## config.mk

```make
export PLATFORM = sky130hd
export DESIGN_NAME = bit_diff_feeder
export DESIGN_NICKNAME = d
export VERILOG_FILES = /design/src/rtl/bit_diff_feeder.sv
export SDC_FILE = /design/constraint.sdc
export NUM_CORES = 1
export LEC_CHECK = 0
export CORE_UTILIZATION = 57
export DETAILED_ROUTE_END_ITERATION = 12
export PLACE_DENSITY = 0.84
export REMOVE_ABC_BUFFERS = 1
export SYNTH_ARGS = -nofsm -noshare
export SYNTH_HDL_FRONTEND = slang
export SYNTH_SLANG_ARGS = --single-unit
```

## constraint.sdc

```tcl
create_clock -name clk -period 6.5 [get_ports clk]
set_clock_uncertainty 0.05 [all_clocks]
set_input_delay 0.975 -clock clk [delete_from_list [all_inputs] [get_ports clk]]
set_output_delay 0.975 -clock clk [all_outputs]
set_load 0.01 [all_outputs]
```

## src/rtl/bit_diff_feeder.sv

```systemverilog
// bit_diff_feeder: buffers words in a small FIFO and sequences them one at
// a time through an external bit-difference core, returning each result.
module bit_diff_feeder #(
  parameter int WIDTH = 8,
  parameter int DEPTH = 4,
  parameter int RW    = $clog2(2*WIDTH+1)
) (
  input  logic                 clk,
  input  logic                 rst,
  input  logic                 in_valid,
  output logic                 in_ready,
  input  logic [WIDTH-1:0]     in_data,
  output logic                 core_go,
  output logic [WIDTH-1:0]     core_data,
  input  logic                 core_done,
  input  logic signed [RW-1:0] core_result,
  output logic                 out_valid,
  input  logic                 out_ready,
  output logic signed [RW-1:0] out_result,
  output logic [WIDTH-1:0]     out_data,
  output logic                 error
);
  localparam int AW = $clog2(DEPTH);
  localparam int CW = $clog2(DEPTH+1);
  localparam int WW = $clog2(WIDTH+5);

  typedef enum logic [2:0] {
    IDLE,
    ISSUE,
    WAIT_DROP,
    WAIT_DONE,
    OUTPUT
  } state_t;

  state_t           state;
  logic [WIDTH-1:0] mem [DEPTH];
  logic [AW-1:0]    wr_ptr;
  logic [AW-1:0]    rd_ptr;
  logic [CW-1:0]    count;
  logic [WIDTH-1:0] op_r;
  logic [WW-1:0]    wd;
  logic             push;
  logic             pop;
  logic             expired;

  assign in_ready  = (count != CW'(DEPTH));
  assign push      = in_valid && in_ready;
  assign pop       = (state == IDLE) && (count != '0);
  assign core_data = op_r;
  assign expired   = (wd == WW'(WIDTH+3));

  always_ff @(posedge clk) begin
    if (push) mem[wr_ptr] <= in_data;
  end

  always_ff @(posedge clk) begin
    if (rst) begin
      wr_ptr <= '0;
      rd_ptr <= '0;
      count  <= '0;
    end else begin
      if (push) wr_ptr <= wr_ptr + 1'b1;
      if (pop)  rd_ptr <= rd_ptr + 1'b1;
      unique case ({push, pop})
        2'b10:   count <= count + 1'b1;
        2'b01:   count <= count - 1'b1;
        default: count <= count;
      endcase
    end
  end

  // WAIT_DROP hides a done level still high from the previous operation
  always_ff @(posedge clk) begin
    if (rst) begin
      state      <= IDLE;
      op_r       <= '0;
      core_go    <= 1'b0;
      out_valid  <= 1'b0;
      out_result <= '0;
      out_data   <= '0;
      error      <= 1'b0;
      wd         <= '0;
    end else begin
      unique case (state)
        IDLE: begin
          if (pop) begin
            op_r    <= mem[rd_ptr];
            core_go <= 1'b1;
            state   <= ISSUE;
          end
        end
        ISSUE: begin
          core_go <= 1'b0;
          wd      <= '0;
          state   <= WAIT_DROP;
        end
        WAIT_DROP: begin
          wd <= wd + 1'b1;
          if (expired) begin
            error <= 1'b1;
            state <= IDLE;
          end else if (!core_done) begin
            state <= WAIT_DONE;
          end
        end
        WAIT_DONE: begin
          wd <= wd + 1'b1;
          if (core_done) begin
            out_result <= core_result;
            out_data   <= op_r;
            out_valid  <= 1'b1;
            state      <= OUTPUT;
          end else if (expired) begin
            error <= 1'b1;
            state <= IDLE;
          end
        end
        OUTPUT: begin
          if (out_ready) begin
            out_valid <= 1'b0;
            state     <= IDLE;
          end
        end
        default: state <= state_t'(3'bxxx);
      endcase
    end
  end
endmodule

```

==> flow_metrics.tcl <==
set metrics [dict create \
    rsz0062_at_grt "false" \
    overflow 0 \
    clockBufferDepth 2 \
    coreArea_um2 4720 \
    yosysTopAreaCell "edfxtp_1" \
    fin_crit_sh 0.425 \
    die_x_um 72.2 \
    yosysWarnings 0 \
    post_cts_resized 0 \
    drt_pass1_iterations 4 \
    initialDrtViolationCount 136 \
    port-buffer-count 42 \
    gr-usage-all-layers 0.208 \
    critPathBufInv 1 \
    utilization 0.728 \
    synthTopCellsByArea "edfxtp_1 34%, dfxtp_1 27%, mux4_2 6.4%" \
    synthTopCellsByCount "38 x dfxtp_1, 32 x edfxtp_1, 31 x a21oi_1, 31 x nand2_1, 13 x o21ai_0" \
    nets 304 \
    status "finished, final reports clean" \
    hold_slack_ns 0.405 \
    netlist_area_um2 2810 \
    cp_slowest_cell "clkdlybuf4s50_1" \
    synth_edf_count 32 \
    die_area_um2 5220 \
    area_delta_synth_final_pct 22.3 \
    hold_buffers 0 \
    period_needed_ns 2.76 \
    grt_first_pass_wirelength_um 8130 \
    syn_avg_cell_area_um2 11.7 \
    drc_errors 0 \
    die_y_um 72.2 \
    grt_pass1_vias 1749 \
    dpl.hpwl_um 3290 \
    dpl_worst_slack_ns 3.54 \
    placed_area_um2 3250 \
    pwr_density_cell_nw_per_um2 353 \
    max_cap_viol_count 0 \
    htreeDepth 3 \
    ios 43 \
    start_kind "flip-flop" \
    clockRootBuffer "clkbuf_8" \
    synth_most_common_cell "dfxtp_1" \
    total_power_mw 1.22 \
    initial_core_util 0.595 \
    insertion_delay_ns 0.33 \
    synth-seq-area-share 0.612 \
    dp_cells 335 \
    cp.required_ns 5.47 \
    arrival_ns 1.74 \
    synthCells 240 \
    gp_congestion 0.698 \
    yosysUniqueCellTypes 39 \
    antenna_found_initial 0 \
    netlist.area_leader.share 0.342 \
    worst_slew_pin_slew_ns 0.857 \
    avgViaCountPerCell 5.38 \
    fmax_ghz 0.362 \
    cts_tree "built" \
    critPathMaxFanout 10 \
    vias 1887 \
    ir_worst_vdd_uv 197 \
    rows 25 \
    crit_chain "or3b_1 > clkdlybuf4s50_1" \
    finalHoldViolCount 0 \
    hold_class "reg2reg" \
    diodes 0 \
    end_kind "primary output" \
    fin_ws_ns 3.74 \
    max_stage_delay_ns 0.53 \
    routedWlPerCell_um 14.0 \
    drive_gt1_frac 0.0915 \
    critPathKind "reg2out" \
    setup_viol 0 \
    ys_ff_latch 70 \
    ant_nets 0 \
    crit_family "buffers and inverters" \
    fin_tns_setup_ns 0 \
    cts.sinks 70 \
    synthArstFlopShare 0 \
    grt_max_degree 41 \
    slew_viol_final 0 \
    final_area_um2 3440 \
    numCtsBuffers 9 \
    clk_pin_slew_worst_paths_ns 0.07 \
    post_cts_buffers 0 \
    leakage_nw 1.17 \
    max_slew_margin 0.425 \
    ys.flop_type "dfxtp_1" \
    layout.cells.non_filler 351 \
    wl_um 4920 \
]
[registers in the layout (all words and copies together) (netlist names)]
name        cells
rd_ptr          2
error           1
out_result      5
count           3
out_data        8
mem            32
wd              4
out_valid       1
state           3
core_go         1
core_data       8
wr_ptr          2
[layer usage]
metal / track usage / vias to the layer above / part of all wire
li1: - / 947 / -
met3: 0.0653 / 5 / 0.056
met4: 0.0784 / 0 / 0.0093
met5: 0 / - / 0
met2: 0.335 / 49 / 0.47
met1: 0.266 / 886 / 0.47
[path summary, 6_finish.rpt]
kind | start | to | slack (ns) | cells past startpoint
max | count[2] | in_ready | 3.74 | 2
max reg2reg | state[1] | count[2] | 3.87 | 9
min | out_result[1] | out_result[1] | 0.40 | 2
min reg2reg | out_result[1] | out_result[1] | 0.40 | 2
[layout make-up]
type,instances,area [um^2]
clock buffer,10,128
clock inverter,6,62.6
inverter,8,30.0
sequential,70,1720
tap,67,83.8
timing repair buffer,43,428
multi-input combinational,147,987
fill,337,1280
[cell families after synthesis]
logic type,Yosys count,synth area share
DFF,70,0.612
AOI/OAI and AO/OA,54,0.105
buffers and inverters,23,0.0369
adders and majority gates,7,0.0338
muxes,10,0.0712
xor gates and xnor gates,2,0.00623
and+or+nand+nor,74,0.135
[worst min-delay path: stages, from the launching register on]
cell and delay (ns):
dfxtp_1 0.31, nand2_1 0.05, a21oi_1 0.05
[where the power goes]
| part | leakage (nW) | total, mW | switching [mW] | internal [mW] |
|---|---|---|---|---|
| sequential | 0.603 | 0.586 | 0.0615 | 0.524 |
| combinational | 0.478 | 0.301 | 0.150 | 0.151 |
| clock | 0.0899 | 0.329 | 0.154 | 0.176 |
[layout by cell type (no fill, tap or decap), types with 3 or more instances in the layout]
cell,count
dfxtp_1,38
nand3_1,11
edfxtp_1,32
nand2_1,31
ha_1,6
inv_1,8
mux4_2,8
nand3b_1,4
nor2_1,8
a21oi_1,31
or3_1,3
clkbuf_8,9
clkdlybuf4s50_1,42
and3_1,4
o21ai_0,13
Power figures use the tool's default switching activity.
